### config.mk
export PLATFORM = sky130hd
export DESIGN_NAME = multi_upload_flat
export DESIGN_NICKNAME = d
export VERILOG_FILES = /design/src/rtl/multi_upload_if.sv /design/src/rtl/multi_upload.sv /design/src/flat_wrapper.sv
export SDC_FILE = /design/constraint.sdc
export NUM_CORES = 1
export LEC_CHECK = 0
export CORE_ASPECT_RATIO = 0.7
export CORE_MARGIN = 2
export CORE_UTILIZATION = 42
export CTS_CLUSTER_SIZE = 12
export DETAILED_ROUTE_END_ITERATION = 8
export DONT_BUFFER_PORTS = 1
export HOLD_SLACK_MARGIN = 0.15
export PLACE_DENSITY_LB_ADDON = 0.1
export SETUP_SLACK_MARGIN = 0.2
export SLEW_MARGIN = 20
export SYNTH_ARGS = -nofsm -noshare
export SYNTH_HDL_FRONTEND = slang
export SYNTH_SLANG_ARGS = --single-unit
### constraint.sdc
create_clock -name clk_24m -period 6.3 [get_ports clk_24m]
set_clock_uncertainty 0.1 [all_clocks]
set_input_delay 0.315 -clock clk_24m [delete_from_list [all_inputs] [get_ports clk_24m]]
set_output_delay 0.315 -clock clk_24m [all_outputs]
set_load 0.03 [all_outputs]
### src/rtl/multi_upload_if.sv
// Capture-side inputs and UART-side status for multi_upload, seen as one bundle.
interface multi_upload_if #(
  parameter int CH_NUM = 2
);
  logic [CH_NUM-1:0] ch_udi;
  logic [CH_NUM-1:0] ch_nvm;
  logic [CH_NUM-1:0] ch_dclk;
  logic [CH_NUM-1:0] ch_en;
  logic              ovf_clr;
  logic              tx;
  logic              busy;
  logic [CH_NUM-1:0] ch_empty;
  logic [CH_NUM-1:0] ch_ovf;

  modport master (
    output ch_udi, ch_nvm, ch_dclk, ch_en, ovf_clr,
    input  tx, busy, ch_empty, ch_ovf
  );

  modport slave (
    input  ch_udi, ch_nvm, ch_dclk, ch_en, ovf_clr,
    output tx, busy, ch_empty, ch_ovf
  );
endinterface

### src/rtl/multi_upload.sv
// Per-channel serial capture into byte FIFOs, drained round-robin onto one 8N1 UART (start bit 1 cycle after pop).
// Full FIFO drops the byte and sets ch_ovf; MULTI_UPLOAD_TAG_EN prefixes every data frame with a tag frame 0xA0|channel.
module multi_upload #(
  parameter int CH_NUM     = 2,
  parameter int FIFO_DEPTH = 16,
  parameter int BAUD_DIV   = 208
) (
  input logic           clk_24m,
  input logic           rst,
  multi_upload_if.slave up_if
);
  localparam int AW = $clog2(FIFO_DEPTH);
  localparam int CW = AW + 1;
  localparam int SW = (CH_NUM > 1) ? $clog2(CH_NUM) : 1;
  localparam int BW = $clog2(BAUD_DIV);

`ifdef MULTI_UPLOAD_TAG_EN
  typedef enum logic [2:0] {S_IDLE, S_TAG, S_START, S_DATA, S_STOP} state_t;
`else
  typedef enum logic [1:0] {S_IDLE, S_START, S_DATA, S_STOP} state_t;
`endif

  logic [CH_NUM-1:0] udi_s1_q, udi_s2_q, nvm_s1_q, nvm_s2_q;
  logic [CH_NUM-1:0] dclk_s1_q, dclk_s2_q, dclk_s3_q;
  logic [7:0]        shift_q [CH_NUM];
  logic [7:0]        shift_d [CH_NUM];
  logic [2:0]        bcnt_q  [CH_NUM];
  logic [2:0]        bcnt_d  [CH_NUM];
  logic [AW-1:0]     wr_q    [CH_NUM];
  logic [AW-1:0]     wr_d    [CH_NUM];
  logic [AW-1:0]     rd_q    [CH_NUM];
  logic [AW-1:0]     rd_d    [CH_NUM];
  logic [CW-1:0]     cnt_q   [CH_NUM];
  logic [CW-1:0]     cnt_d   [CH_NUM];
  logic [7:0]        mem_q   [CH_NUM][FIFO_DEPTH];
  logic [CH_NUM-1:0] ovf_q, ovf_d, push, wr_en, pop_ch, nonempty;

  state_t        state_q, state_d;
  logic [BW-1:0] baud_q, baud_d;
  logic [3:0]    bit_q, bit_d;
  logic [7:0]    byte_q, byte_d, pop_byte;
  logic [SW-1:0] last_q, last_d, sel;
  logic          tx_q, tx_d, found, pop_vld, baud_last;
`ifdef MULTI_UPLOAD_TAG_EN
  logic [SW-1:0] tch_q, tch_d;
  logic [7:0]    tag_w;
  logic [2:0]    tag_idx;
`endif

  // Capture and FIFO bookkeeping; a pop into a full FIFO frees the slot for a same-cycle push.
  always_comb begin
    for (int n = 0; n < CH_NUM; n++) begin
      shift_d[n] = shift_q[n];
      bcnt_d[n]  = bcnt_q[n];
      push[n]    = 1'b0;
      if (!nvm_s2_q[n] || !up_if.ch_en[n]) begin
        shift_d[n] = 8'd0;
        bcnt_d[n]  = 3'd0;
      end else if (dclk_s2_q[n] && !dclk_s3_q[n]) begin
        shift_d[n] = {shift_q[n][6:0], udi_s2_q[n]};
        bcnt_d[n]  = bcnt_q[n] + 3'd1;
        push[n]    = (bcnt_q[n] == 3'd7);
      end
      nonempty[n] = (cnt_q[n] != '0);
      pop_ch[n]   = pop_vld && (sel == SW'(n));
      wr_en[n]    = push[n] && ((cnt_q[n] != CW'(FIFO_DEPTH)) || pop_ch[n]);
      ovf_d[n]    = (ovf_q[n] && !up_if.ovf_clr) ||
                    (push[n] && (cnt_q[n] == CW'(FIFO_DEPTH)) && !pop_ch[n]);
      wr_d[n]     = wr_q[n] + AW'(wr_en[n]);
      rd_d[n]     = rd_q[n] + AW'(pop_ch[n]);
      cnt_d[n]    = cnt_q[n] + CW'(wr_en[n]) - CW'(pop_ch[n]);
    end
  end

  always_comb begin
    found    = 1'b0;
    sel      = last_q;
    pop_byte = 8'd0;
    for (int k = 1; k <= CH_NUM; k++) begin
      for (int n = 0; n < CH_NUM; n++) begin
        if (!found && nonempty[n] && (((int'(last_q) + k) % CH_NUM) == n)) begin
          found = 1'b1;
          sel   = SW'(n);
        end
      end
    end
    for (int n = 0; n < CH_NUM; n++) begin
      if (sel == SW'(n)) pop_byte = mem_q[n][rd_q[n]];
    end
  end

  always_comb begin
    state_d   = state_q;
    baud_d    = baud_q;
    bit_d     = bit_q;
    byte_d    = byte_q;
    last_d    = last_q;
    baud_last = (baud_q == BW'(BAUD_DIV - 1));
    if (state_q != S_IDLE) baud_d = baud_last ? '0 : baud_q + BW'(1);
    if (baud_last) begin
      case (state_q)
`ifdef MULTI_UPLOAD_TAG_EN
        S_TAG: if (bit_q == 4'd9) begin
          state_d = S_START;
          bit_d   = 4'd0;
        end else bit_d = bit_q + 4'd1;
`endif
        S_START: begin
          state_d = S_DATA;
          bit_d   = 4'd0;
        end
        S_DATA:  if (bit_q == 4'd7) state_d = S_STOP; else bit_d = bit_q + 4'd1;
        S_STOP:  state_d = S_IDLE;
        default: state_d = state_q;
      endcase
    end
    // The final STOP cycle counts as idle so consecutive frames have no gap.
    pop_vld = found && ((state_q == S_IDLE) || ((state_q == S_STOP) && baud_last));
`ifdef MULTI_UPLOAD_TAG_EN
    tch_d = tch_q;
`endif
    if (pop_vld) begin
      byte_d = pop_byte;
      last_d = sel;
      bit_d  = 4'd0;
      baud_d = '0;
`ifdef MULTI_UPLOAD_TAG_EN
      tch_d   = sel;
      state_d = S_TAG;
`else
      state_d = S_START;
`endif
    end
    tx_d = 1'b1;
`ifdef MULTI_UPLOAD_TAG_EN
    tag_w   = 8'hA0 | 8'(tch_d);
    tag_idx = 3'(bit_d - 4'd1);
`endif
    case (state_d)
      S_START: tx_d = 1'b0;
      S_DATA:  tx_d = byte_d[bit_d[2:0]];
`ifdef MULTI_UPLOAD_TAG_EN
      S_TAG:   tx_d = (bit_d == 4'd0) ? 1'b0 : ((bit_d == 4'd9) ? 1'b1 : tag_w[tag_idx]);
`endif
      default: tx_d = 1'b1;
    endcase
  end

  always_ff @(posedge clk_24m) begin
    for (int n = 0; n < CH_NUM; n++) begin
      if (wr_en[n]) mem_q[n][wr_q[n]] <= shift_d[n];
    end
  end

  always_ff @(posedge clk_24m or posedge rst) begin
    if (rst) begin
      {udi_s1_q, udi_s2_q, nvm_s1_q, nvm_s2_q} <= '0;
      {dclk_s1_q, dclk_s2_q, dclk_s3_q}        <= '0;
      for (int n = 0; n < CH_NUM; n++) begin
        shift_q[n] <= '0;
        bcnt_q[n]  <= '0;
        wr_q[n]    <= '0;
        rd_q[n]    <= '0;
        cnt_q[n]   <= '0;
      end
      ovf_q   <= '0;
      state_q <= S_IDLE;
      baud_q  <= '0;
      bit_q   <= '0;
      byte_q  <= '0;
      last_q  <= SW'(CH_NUM - 1);
      tx_q    <= 1'b1;
`ifdef MULTI_UPLOAD_TAG_EN
      tch_q   <= '0;
`endif
    end else begin
      udi_s1_q  <= up_if.ch_udi;
      udi_s2_q  <= udi_s1_q;
      nvm_s1_q  <= up_if.ch_nvm;
      nvm_s2_q  <= nvm_s1_q;
      dclk_s1_q <= up_if.ch_dclk;
      dclk_s2_q <= dclk_s1_q;
      dclk_s3_q <= dclk_s2_q;
      shift_q   <= shift_d;
      bcnt_q    <= bcnt_d;
      wr_q      <= wr_d;
      rd_q      <= rd_d;
      cnt_q     <= cnt_d;
      ovf_q     <= ovf_d;
      state_q   <= state_d;
      baud_q    <= baud_d;
      bit_q     <= bit_d;
      byte_q    <= byte_d;
      last_q    <= last_d;
      tx_q      <= tx_d;
`ifdef MULTI_UPLOAD_TAG_EN
      tch_q     <= tch_d;
`endif
    end
  end

  assign up_if.tx       = tx_q;
  assign up_if.busy     = (state_q != S_IDLE);
  assign up_if.ch_empty = ~nonempty;
  assign up_if.ch_ovf   = ovf_q;
endmodule

### src/flat_wrapper.sv
// flat-port wrapper written by rule: the top's interface ports become plain ports
module multi_upload_flat 
#(
  parameter int CH_NUM     = 2,
  parameter int FIFO_DEPTH = 16,
  parameter int BAUD_DIV   = 208
)
  (clk_24m, rst, up_if_ch_udi, up_if_ch_nvm, up_if_ch_dclk, up_if_ch_en, up_if_ovf_clr, up_if_tx, up_if_busy, up_if_ch_empty, up_if_ch_ovf);
  multi_upload_if #(.CH_NUM(CH_NUM)) up_if_i ();
  input logic clk_24m;
  input logic rst;
  input wire logic [$bits(up_if_i.ch_udi)-1:0] up_if_ch_udi;
  input wire logic [$bits(up_if_i.ch_nvm)-1:0] up_if_ch_nvm;
  input wire logic [$bits(up_if_i.ch_dclk)-1:0] up_if_ch_dclk;
  input wire logic [$bits(up_if_i.ch_en)-1:0] up_if_ch_en;
  input wire logic [$bits(up_if_i.ovf_clr)-1:0] up_if_ovf_clr;
  output wire logic [$bits(up_if_i.tx)-1:0] up_if_tx;
  output wire logic [$bits(up_if_i.busy)-1:0] up_if_busy;
  output wire logic [$bits(up_if_i.ch_empty)-1:0] up_if_ch_empty;
  output wire logic [$bits(up_if_i.ch_ovf)-1:0] up_if_ch_ovf;
  assign up_if_i.ch_udi = up_if_ch_udi;
  assign up_if_i.ch_nvm = up_if_ch_nvm;
  assign up_if_i.ch_dclk = up_if_ch_dclk;
  assign up_if_i.ch_en = up_if_ch_en;
  assign up_if_i.ovf_clr = up_if_ovf_clr;
  assign up_if_tx = up_if_i.tx;
  assign up_if_busy = up_if_i.busy;
  assign up_if_ch_empty = up_if_i.ch_empty;
  assign up_if_ch_ovf = up_if_i.ch_ovf;
  multi_upload #(.CH_NUM(CH_NUM), .FIFO_DEPTH(FIFO_DEPTH), .BAUD_DIV(BAUD_DIV)) u_core (.clk_24m(clk_24m), .rst(rst), .up_if(up_if_i));
endmodule
==> impl_metrics.py <==
metrics = {
    "sta": {
        "worst_pin_slew_ps": 1040,
        "period_share_pct": 61.1,
        "hold_violations": 0,
        "fmax_ghz": 0.260,
        "grt_setup_unrepaired": "no",
        "relSlewSlack_pct": 30.2,
        "period_minus_slack_ps": 3850,
        "slew_violations": 0,
        "setup_viol": 0,
        "tns_ps": 0,
    },
    "die": {
        "die_area_um2": 34700,
        "die_h_um": 157,
        "core-area_um2": 32500,
        "fp-row-count": 55,
        "ios": 17,
        "die_w_um": 222,
        "start_util_pct": 43.0,
    },
    "cells_and_area": {
        "ff_latch_area_um2": 9900,
        "final_cell_mix": "256 x edfxtp_1, 83 x dfrtp_1, 66 x mux4_2",
        "nNetsFinal": 850,
        "fill_cells": 2719,
        "area_growth_pct": 11.9,
        "multi_input_area_um2": 3840,
        "drive_gt1_share_pct": 17.4,
        "final_common_cell": "edfxtp_1",
        "fin_util_pct": 48.1,
        "antennaDiodeCount": 0,
    },
    "worst_setup_path": {
        "critPathMaxStageDelay_ps": 880,
        "worst-path-buf-inv": 1,
        "end_kind": "register",
        "worstRegToRegCells": 7,
        "reg2reg_slack_ps": 2450,
        "r2r_end": "u_core.mem_q[0][63]",
        "path_cells": "inv_1, ha_1, nor4b_4, o211a_1, o21ba_2, or3b_1, nor2_1",
        "r2r_start": "u_core.cnt_q[3]",
        "startpoint_type": "register",
        "crit_fanout": 8,
        "crit_path_top_delay_cell": "nor4b_4",
        "crit_start": "u_core.cnt_q[3]",
        "endpoint": "u_core.mem_q[0][63]",
        "criticalPathCategory": "register to register",
        "crit_required_ps": 6330,
        "crit_arrival_ps": 3880,
        "cp.depth": 7,
        "cp_top_family": "simple AND/OR/NAND/NOR gates",
    },
    "global_routing": {
        "grtUsageTotal_pct": 17.2,
        "overflow": 0,
        "grt_max_degree": 47,
        "grt_pass1_wl_um": 44500,
        "antenna_found_initial": 0,
        "grt_pass1_vias": 7262,
    },
    "clock_tree": {
        "cts_tree": "built",
        "clkLatencyLatePin_ps": 530,
        "root_buffer": "clkbuf_16",
        "clk_pin_slew_ps": 60,
        "post-cts-setup-buffers": 0,
        "htreeDepth": 2,
        "clock_path_buffers": 3,
        "cts_resized": 0,
        "cts_buffers": 36,
        "cts_sinks": 344,
    },
    "yosys": {
        "netlist_instances": 787,
        "synth-async-reset-ratio_pct": 25.6,
        "dominantRegCellSynth": "edfxtp_1",
        "syn_area_um2": 14000,
        "seq_area_frac_synth_pct": 70.9,
        "syn_area_per_cell_um2": 17.7,
        "synth_edf_count": 256,
        "synth_top_area_share_pct": 55.1,
        "yosysTopAreaCell": "edfxtp_1",
        "ys_top_cells_by_area": "edfxtp_1 55%, dfrtp_1 15%, mux4_2 11%",
        "syn_nets": 828,
        "yosys_warnings": 0,
        "ys_seq_elements": 344,
        "synth_cell_types": 63,
    },
    "power": {
        "pwr-share-comb_pct": 0.6,
        "p_sw_share_pct": 19.3,
        "switchingPower_mw": 0.856,
        "internal_power_mw": 3.57,
        "p_clk_share_pct": 44.8,
        "leakage_nw": 5.04,
        "seqPwrFrac_pct": 54.6,
        "powerDensity_nw_per_um2": 284,
        "ir_drop_uv": 186,
    },
    "detailed_routing": {
        "vias": 7020,
        "post_drt_wl_per_cell_um": 22.8,
        "antenna_left": 0,
        "drt_wl_total_um": 28600,
        "vias_per_cell": 5.58,
        "drc_errors": 0,
        "drt_iter0_markers": 740,
        "dr.pass1.iters": 5,
    },
    "placement": {
        "dp_hpwl_um": 18800,
        "numPortBuffers": 0,
        "gp_congestion": 0.791,
    },
    "flow_run": {
        "drv_cap": 0,
    },
    "min_path": {
        "worstHoldPathCells": 2,
        "min_path_type": "primary input to register",
    },
    "run_status": {
        "status": "completed",
    },
}
## repair_timing
action,CTS,global route
hold buffers,10,0
hold endpoints to repair,52,0
setup endpoints to repair,0,0
## registers in the layout (all words and copies together), names as in the netlist
name / flops
u_core.mem_q: 256
u_core.shift_q: 16
u_core.cnt_q: 10
u_core.baud_q: 8
u_core.byte_q: 8
u_core.rd_q: 8
u_core.wr_q: 8
u_core.bcnt_q: 6
u_core.bit_q: 4
u_core.dclk_s1_q: 2
u_core.dclk_s2_q: 2
u_core.dclk_s3_q: 2
u_core.nvm_s1_q: 2
u_core.nvm_s2_q: 2
u_core.state_q: 2
u_core.udi_s1_q: 2
u_core.udi_s2_q: 2
u_core.up_if.ch_ovf: 2
u_core.last_q: 1
u_core.up_if.tx: 1
## per-stage QoR
stage | power (mW) | worst slack [ps] | hold WS [ps] | area [um^2] | instances
finish | 4.43 | 2450 | 190 | 15600 | 1259
global route | 4.57 | 2250 | 202 | 15600 | 1259
CTS | 4.48 | 2310 | 172 | 15600 | 1259
detailed placement | 2.49 | 2360 | 173 | 14400 | 1188
global placement | 2.49 | 2490 | 152 | 14400 | 1188
floorplan | 2.48 | 3010 | 231 | 14000 | 787
## per-layer routing
metal	up-vias	wire length, um	part of all wire (%)	track usage [%]
li1	3136	-	-	-
met1	3676	14200	50	26.9
met2	169	12000	42	23.9
met3	39	1990	7.0	4.32
met4	0	453	1.6	4.12
met5	-	0	0	0
## power by group through the flow
stage               Sequential [mW]  Combinational, mW  Clock, mW
floorplan                      2.46             0.0145          0
global placement               2.47             0.0199          0
detailed placement             2.47             0.0208          0
CTS                            2.42             0.0262       2.03
global route                   2.42             0.0292       2.12
finish                         2.42             0.0249       1.98
## worst min path at each step
stage,start,to
2_1_floorplan,u_core.dclk_s1_q[0],u_core.dclk_s2_q[0]
3_3_place_gp,rst,u_core.shift_q[2]
3_5_place_dp,rst,u_core.dclk_s1_q[1]
4_1_cts,up_if_ch_en[0],u_core.bcnt_q[4]
5_1_grt,up_if_ch_en[0],u_core.bcnt_q[4]
6_report,up_if_ch_en[0],u_core.bcnt_q[4]
## cells in the mapped netlist (2+ instances only)
cell type and number:
a31oi_1 2, and3_1 3, mux4_2 66, o21ai_0 10, edfxtp_1 256, nand3_1 12, dfstp_2 2, buf_2 8
xnor2_1 14, mux2i_1 17, xor2_1 11, nand2_1 21, mux2_2 2, a21o_1 3, and4_1 2, a211oi_1 23
clkbuf_1 20, and2_1 4, fa_1 2, a22o_1 20, a2111oi_0 2, o32ai_1 2, inv_1 25, nand2b_1 5
a31o_2 2, dfrtp_1 86, buf_1 6, a2bb2oi_1 2, nand4_1 4, nand3b_1 6, nor2_1 45, nor2b_1 18
a21oi_1 20, ha_1 28, nor3_1 8, a22oi_1 2, o22ai_1 2
## area by class of cell
class | instances | share of cell area [%]
multi-input cells | 382 | 24.6
flip-flops and latches | 344 | 63.4
inverters | 26 | 0.641
clock buffers | 54 | 6.46
repair buffers | 19 | 1.07
well taps | 427 | 3.42
clock inverters | 7 | 0.473
## cell families after synthesis
logic type	Yosys count	share of synthesized area (%)
fa+ha+maj	30	2.80
flops	344	70.9
compound gates	100	5.30
buf+inv	61	1.74
simple gates	141	5.51
mux	86	12.2
xor+xnor	25	1.57
## worst reg2reg max path, cell delays in order (launching register included)
cell     delay [ps]
dfrtp_1         380
inv_1            80
ha_1            240
nor4b_4         880
o211a_1         400
o21ba_2         260
or3b_1          440
nor2_1          680
Power figures use the tool's default switching activity.
